`config.mk`:
```
export PLATFORM = sky130hd
export DESIGN_NAME = div_iter_flat
export DESIGN_NICKNAME = d
export VERILOG_FILES = /design/src/rtl/cpu_pkg.sv /design/src/rtl/div_iter_if.sv /design/src/rtl/div_iter_adder.sv /design/src/rtl/div_iter.sv /design/src/flat_wrapper.sv
export SDC_FILE = /design/constraint.sdc
export NUM_CORES = 1
export LEC_CHECK = 0
export ABC_AREA = 1
export BUFFER_PORTS_ARGS = -buffer_cell sky130_fd_sc_hd__buf_2
export CORE_UTILIZATION = 45
export CTS_CLUSTER_DIAMETER = 100
export DETAILED_ROUTE_END_ITERATION = 12
export GPL_ROUTABILITY_DRIVEN = 0
export PLACE_DENSITY = 0.64
export SKIP_LAST_GASP = 1
export SYNTH_ARGS = -nofsm -noshare
export SYNTH_HDL_FRONTEND = slang
export SYNTH_HIERARCHICAL = 1
export SYNTH_SLANG_ARGS = --single-unit
```
`constraint.sdc`:
```
create_clock -name clk -period 8.5 [get_ports clk]
set_input_delay 1.7 -clock clk [delete_from_list [all_inputs] [get_ports clk]]
set_output_delay 1.7 -clock clk [all_outputs]
set_load 0.05 [all_outputs]
```
`src/rtl/cpu_pkg.sv`:
```
// Shared execute-stage types and constants for the iterative divider.
// Holds the divider state encoding and the two's-complement helpers it uses.
package cpu_pkg;

   typedef enum logic [2:0] {IDLE, PREP, CALC, FIX, DONE} div_state_t;

   localparam int          DIV_ITER   = 32;
   localparam logic [31:0] DIV_ZERO_Q = 32'hFFFF_FFFF;

   function automatic logic [31:0] neg32(input logic [31:0] v);
      return ~v + 32'd1;
   endfunction

   // Magnitude of v when interpreted as signed; passes v through for unsigned ops.
   function automatic logic [31:0] abs32(input logic [31:0] v, input logic is_sgn);
      return (is_sgn && v[31]) ? neg32(v) : v;
   endfunction

endpackage

```
`src/rtl/div_iter_if.sv`:
```
// Request/response bundle between the decode/execute register, the divider and writeback.
// The pipeline side is the master; the divider is the slave.
interface div_iter_if #(
   parameter int WIDTH = 32
);
   logic             start;
   logic             is_signed;
   logic [WIDTH-1:0] dividend;
   logic [WIDTH-1:0] divisor;
   logic             flush;
   logic             busy;
   logic             done;
   logic [WIDTH-1:0] quotient;
   logic [WIDTH-1:0] remainder;
   logic             div_zero;

   modport master (
      output start, is_signed, dividend, divisor, flush,
      input  busy, done, quotient, remainder, div_zero
   );

   modport slave (
      input  start, is_signed, dividend, divisor, flush,
      output busy, done, quotient, remainder, div_zero
   );
endinterface

```
`src/rtl/div_iter_adder.sv`:
```
// The execute-stage ripple adder, reused by the divider in subtract mode.
// Subtraction is a_i + ~b + 1, so cout_o=1 means no borrow.
module div_iter_adder #(
   parameter int WIDTH = 32
) (
   input  logic [WIDTH-1:0] a_i,
   input  logic [WIDTH-1:0] b_i,
   input  logic             cin_i,
   output logic [WIDTH-1:0] sum_o,
   output logic             cout_o
);

   assign {cout_o, sum_o} = {1'b0, a_i} + {1'b0, b_i} + {{WIDTH{1'b0}}, cin_i};

endmodule

```
`src/rtl/div_iter.sv`:
```
// Multi-cycle radix-2 restoring divider, signed and unsigned, one quotient bit per cycle.
// Only WIDTH=32 / ITER=32 is supported because the shared adder is fixed at 32 bits.
module div_iter
   import cpu_pkg::*;
#(
   parameter int WIDTH = 32,
   parameter int ITER  = DIV_ITER
) (
   input  logic        clk,
   input  logic        rst_n,
   div_iter_if.slave   dif
);

   localparam int               CNT_W = $clog2(ITER) + 1;
   localparam logic [CNT_W-1:0] LAST  = CNT_W'(ITER - 1);

   // Control state and registered outputs
   div_state_t       state_q;
   logic             busy_q;
   logic             done_q;
   logic [WIDTH-1:0] quotient_q;
   logic [WIDTH-1:0] remainder_q;
   logic             div_zero_q;
   logic [CNT_W-1:0] cnt_q;

   // Working datapath (no reset needed: always loaded before use)
   logic [WIDTH-1:0] q_q,     q_d;
   logic [WIDTH-1:0] r_q,     r_d;
   logic [WIDTH-1:0] dvsr_q,  dvsr_d;
   logic [WIDTH-1:0] dvnd_q,  dvnd_d;
   logic             sgn_q,   sgn_d;
   logic             q_neg_q, q_neg_d;
   logic             r_neg_q, r_neg_d;
   logic             dz_q,    dz_d;

   logic [WIDTH-1:0] s_w;
   logic [WIDTH-1:0] t_w;
   logic             cout_w;
   logic             acc_w;

   assign s_w   = {r_q[WIDTH-2:0], q_q[WIDTH-1]};
   // The bit shifted out of R makes S >= 2^32 > divisor, so the trial always fits.
   assign acc_w = r_q[WIDTH-1] | cout_w;

   div_iter_adder #(
      .WIDTH (WIDTH)
   ) u_adder (
      .a_i    (s_w),
      .b_i    (~dvsr_q),
      .cin_i  (1'b1),
      .sum_o  (t_w),
      .cout_o (cout_w)
   );

   always_comb begin
      q_d     = q_q;
      r_d     = r_q;
      dvsr_d  = dvsr_q;
      dvnd_d  = dvnd_q;
      sgn_d   = sgn_q;
      q_neg_d = q_neg_q;
      r_neg_d = r_neg_q;
      dz_d    = dz_q;
      case (state_q)
         IDLE: begin
            if (dif.start) begin
               dvnd_d = dif.dividend;
               dvsr_d = dif.divisor;
               sgn_d  = dif.is_signed;
            end
         end
         PREP: begin
            dz_d = (dvsr_q == '0);
            if (dvsr_q == '0) begin
               q_d     = DIV_ZERO_Q;
               r_d     = dvnd_q;
               q_neg_d = 1'b0;
               r_neg_d = 1'b0;
            end else begin
               q_d     = abs32(dvnd_q, sgn_q);
               r_d     = '0;
               dvsr_d  = abs32(dvsr_q, sgn_q);
               q_neg_d = sgn_q & (dvnd_q[WIDTH-1] ^ dvsr_q[WIDTH-1]);
               r_neg_d = sgn_q & dvnd_q[WIDTH-1];
            end
         end
         CALC: begin
            r_d = acc_w ? t_w : s_w;
            q_d = {q_q[WIDTH-2:0], acc_w};
         end
         FIX: begin
            q_d = q_neg_q ? neg32(q_q) : q_q;
            r_d = r_neg_q ? neg32(r_q) : r_q;
         end
         default: ;
      endcase
   end

   always_ff @(posedge clk) begin
      q_q     <= q_d;
      r_q     <= r_d;
      dvsr_q  <= dvsr_d;
      dvnd_q  <= dvnd_d;
      sgn_q   <= sgn_d;
      q_neg_q <= q_neg_d;
      r_neg_q <= r_neg_d;
      dz_q    <= dz_d;
   end

   // Results are committed only on leaving DONE so a flush anywhere leaves them untouched.
   always_ff @(posedge clk or negedge rst_n) begin
      if (!rst_n) begin
         state_q     <= IDLE;
         busy_q      <= 1'b0;
         done_q      <= 1'b0;
         quotient_q  <= '0;
         remainder_q <= '0;
         div_zero_q  <= 1'b0;
         cnt_q       <= '0;
      end else begin
         done_q <= 1'b0;
         if (dif.flush) begin
            state_q <= IDLE;
            busy_q  <= 1'b0;
         end else begin
            case (state_q)
               IDLE: begin
                  if (dif.start) begin
                     state_q <= PREP;
                     busy_q  <= 1'b1;
                  end
               end
               PREP: begin
                  cnt_q <= '0;
                  if (dvsr_q == '0) begin
                     state_q <= DONE;
                     busy_q  <= 1'b0;
                  end else begin
                     state_q <= CALC;
                  end
               end
               CALC: begin
                  cnt_q <= cnt_q + CNT_W'(1);
                  if (cnt_q == LAST) begin
                     state_q <= FIX;
                  end
               end
               FIX: begin
                  state_q <= DONE;
                  busy_q  <= 1'b0;
               end
               DONE: begin
                  done_q      <= 1'b1;
                  quotient_q  <= q_q;
                  remainder_q <= r_q;
                  div_zero_q  <= dz_q;
                  state_q     <= IDLE;
               end
               default: begin
                  state_q <= IDLE;
                  busy_q  <= 1'b0;
               end
            endcase
         end
      end
   end

   assign dif.busy      = busy_q;
   assign dif.done      = done_q;
   assign dif.quotient  = quotient_q;
   assign dif.remainder = remainder_q;
   assign dif.div_zero  = div_zero_q;

endmodule

```
`src/flat_wrapper.sv`:
```
// flat-port wrapper written by rule: the top's interface ports become plain ports
module div_iter_flat import cpu_pkg::*;
#(
   parameter int WIDTH = 32,
   parameter int ITER  = DIV_ITER
)
  (clk, rst_n, dif_start, dif_is_signed, dif_dividend, dif_divisor, dif_flush, dif_busy, dif_done, dif_quotient, dif_remainder, dif_div_zero);
  div_iter_if #(.WIDTH(WIDTH)) dif_i ();
  input  logic clk;
  input  logic rst_n;
  input wire logic [$bits(dif_i.start)-1:0] dif_start;
  input wire logic [$bits(dif_i.is_signed)-1:0] dif_is_signed;
  input wire logic [$bits(dif_i.dividend)-1:0] dif_dividend;
  input wire logic [$bits(dif_i.divisor)-1:0] dif_divisor;
  input wire logic [$bits(dif_i.flush)-1:0] dif_flush;
  output wire logic [$bits(dif_i.busy)-1:0] dif_busy;
  output wire logic [$bits(dif_i.done)-1:0] dif_done;
  output wire logic [$bits(dif_i.quotient)-1:0] dif_quotient;
  output wire logic [$bits(dif_i.remainder)-1:0] dif_remainder;
  output wire logic [$bits(dif_i.div_zero)-1:0] dif_div_zero;
  assign dif_i.start = dif_start;
  assign dif_i.is_signed = dif_is_signed;
  assign dif_i.dividend = dif_dividend;
  assign dif_i.divisor = dif_divisor;
  assign dif_i.flush = dif_flush;
  assign dif_busy = dif_i.busy;
  assign dif_done = dif_i.done;
  assign dif_quotient = dif_i.quotient;
  assign dif_remainder = dif_i.remainder;
  assign dif_div_zero = dif_i.div_zero;
  div_iter #(.WIDTH(WIDTH), .ITER(ITER)) u_core (.clk(clk), .rst_n(rst_n), .dif(dif_i));
endmodule
```
==> run metrics <==
Layout fillers 3337; first-pass GRT wire length between 70000 and 80000 um; Switching Share 0.451; largest net degree at the start of global routing between 70 and 80; vias in the first global route 13300; Max clock buf depth 3; placed cell areas 0.0160 mm^2; CP Class flip-flop to flip-flop; Comb power frac 0.416; Final Hold Vio Count 0; num ports 136; status complete, no violations; worst-path maximum fanout 58; Syn Inst Count 2160; DIE AREA 0.0339 mm^2; fin area 0.0168 mm^2; CTS resizes 0; post-route antenna net violation count 0; All-Layer GR Usage 0.276; RSZ-0062 raised after global routing no; Seq pwr share 0.343; TritonCTS clock tree built; Synth Register Bits 208; die width between 150 and 200 um; Syn Nets 2268; nets 2388; critical path capture point type flip-flop; Synth async-reset ratio 0.365; max cap viols 0; Mean Syn Cell Area 6.90 um^2; setup repair bufs after CTS 0; clk slew on worst S/H paths about 60 ps; Layout Utilization 0.517; Post-DP HPWL 36900 um; Main synth FF type edfxtp_1; Layout area overhead 12.9%; Period Utilization, post-route 0.446; CP required 8790 ps; # H-tree levels 1; Relative slew margins 0.320; Initial DRT Pass Iterations 6; clock latency on the worst-skew pair 540 ps; post-synthesis sequential area ratio 0.393; number of remaining DRC errors 0; Unique masters post-synth 53; Via density 5.36; final WL 46800 um; via count 14700; core area 0.0325 mm^2; Switching Power 2100 uW; layout cells sized above 1 0.111; VDD IR-drop max 157 uV; final setup fails 0; Leak approximately 0.0082 uW; WL per Instance 17.1 um; type of origin of the critical path flip-flop; PwrDens around 280 mW/mm^2; Post-CTS Hold Fix Bufs 0; total power 4650 uW; clock tree sinks 208; Period minus WS final 3800 ps; Port Buf Inserts 135; Tightest Hold Check Type flip-flop to flip-flop; num rows 66; Final Skew 26.8 ps; Ant. Diodes 0; Initial DRC Count 1630; cts bufs inserted 25; initial antenna violation count 0; Post-synth EDFFs between 100 and 150; gr ovfl total 0; Fin Setup TNS 0 ps; Initial Util 0.458; final slew viol count 0; die height 184 um; Max Clk Rate approximately 0.26 GHz; internal power 2550 uW; worst slew pin tran 1020 ps; Clock Power Share 0.241; Arr. time, crit path 4080 ps; Mapped Area between 0.01 and 0.015 mm^2; Clock Tree Root clkbuf_16; total number of yosys warnings 6
-- flip-flops by register name, indices dropped and copies added (netlist names) --
register,flops
u_core/cnt_q,6
u_core/dif.busy,1
u_core/dif.div_zero,1
u_core/dif.done,1
u_core/dif.quotient,32
u_core/dif.remainder,32
u_core/dvnd_q,32
u_core/dvsr_q,32
u_core/dz_q,1
u_core/q_neg_q,1
u_core/q_q,32
u_core/r_neg_q,1
u_core/r_q,32
u_core/sgn_q,1
u_core/state_q,3
-- cells by family after synthesis --
| kind of cell | Yosys count | synth area share |
|---|---|---|
| flops | 208 | 0.393 |
| other cells | 1 | 0.000252 |
| fa+ha+maj | 39 | 0.0337 |
| buf+inv | 363 | 0.0953 |
| simple gates | 1228 | 0.349 |
| xor+xnor | 35 | 0.0206 |
| compound gates | 286 | 0.108 |
-- path summary, 6_finish.rpt --
kind	from	to	slack (ps)	depth (start not counted)
max	u_core/q_q[31]	u_core/r_q[7]	4700	16
min	u_core/dif.div_zero	u_core/dif.div_zero	470	2
max reg2reg	u_core/q_q[31]	u_core/r_q[7]	4700	16
min reg2reg	u_core/dif.div_zero	u_core/dif.div_zero	470	2
max in group asynchronous	rst_n	u_core/cnt_q[3]	6390	2
min in group asynchronous	rst_n	u_core/dif.remainder[24]	930	1
-- worst max-delay path, cell delays in order, from the launching register on --
cell	delay, ps
edfxtp_1	430
fa_1	520
fa_1	460
nand3_1	130
nand3_1	130
nand2_1	100
nand2_2	80
nand3_1	90
nand3_1	100
nand2_1	70
nand2_1	70
nor2_4	110
buf_4	480
inv_1	250
a21oi_1	200
o22ai_1	80
o21bai_2	220
-- final cells by class --
cell class / instances / area, um^2 / share of cell area
Timing Repair Buffer: 143 / 738 / 0.0439
Clock buffer: 28 / 647 / 0.0384
Inverter: 313 / 1180 / 0.0699
Clock inverter: 18 / 214 / 0.0127
Tap cell: 442 / 553 / 0.0329
Multi-Input combinational cell: 1589 / 7640 / 0.454
Sequential cell: 208 / 5870 / 0.349
-- metrics by stage --
stage,hold slack (ps),std cells,worst slack (ps)
final,467,2741,4700
after global routing,505,2741,4460
after CTS,469,2741,4790
after detailed placement,455,2695,4810
after global placement,449,2695,4870
after floorplan,426,2160,4920
-- power groups by stage --
stage	logic [uW]	clock network, uW	registers, uW
CTS	1910	1140	1580
detailed placement	1900	0	1600
global placement	1870	0	1600
global route	2120	1170	1620
floorplan	989	0	1960
finish	1930	1120	1590
-- cell usage in the layout (no fill, tap or decap), types with 9 or more instances in the layout --
cell type and n:
a21oi_1 76, a31oi_1 12, buf_2 134, buf_4 9, clkbuf_16 25, dfrtp_1 76, edfxtp_1 132, ha_1 37
inv_1 305, nand2_1 687, nand2_2 13, nand3_1 202, nand4_1 27, nor2_1 235, nor2_2 16, nor3_1 17
o211ai_1 18, o21ai_0 153, xor2_1 34
-- metal layers --
layer / global-route usage / up-vias / wire [um]
li1: - / 7246 / -
met1: 0.416 / 6602 / 21500
met2: 0.402 / 740 / 19100
met3: 0.0325 / 104 / 4420
met4: 0.0997 / 0 / 1790
met5: 0 / - / 0
-- Yosys cell counts (12+ instances only) --
library cell,instances,area share
a21oi_1,76,0.026
dfrtp_1,76,0.13
nand2_1,688,0.17
nor2_2,14,0.0059
inv_1,305,0.077
o211ai_1,18,0.0091
nand4_1,27,0.011
nand3_1,202,0.068
nand2_2,12,0.0050
a31oi_1,12,0.0050
o21ai_0,153,0.051
xor2_1,34,0.020
nor2_1,238,0.060
ha_1,37,0.031
buf_2,16,0.0054
edfxtp_1,132,0.27
nor3_1,17,0.0057
clkbuf_1,24,0.0060
Note: power is estimated with default switching activity, not from simulation.
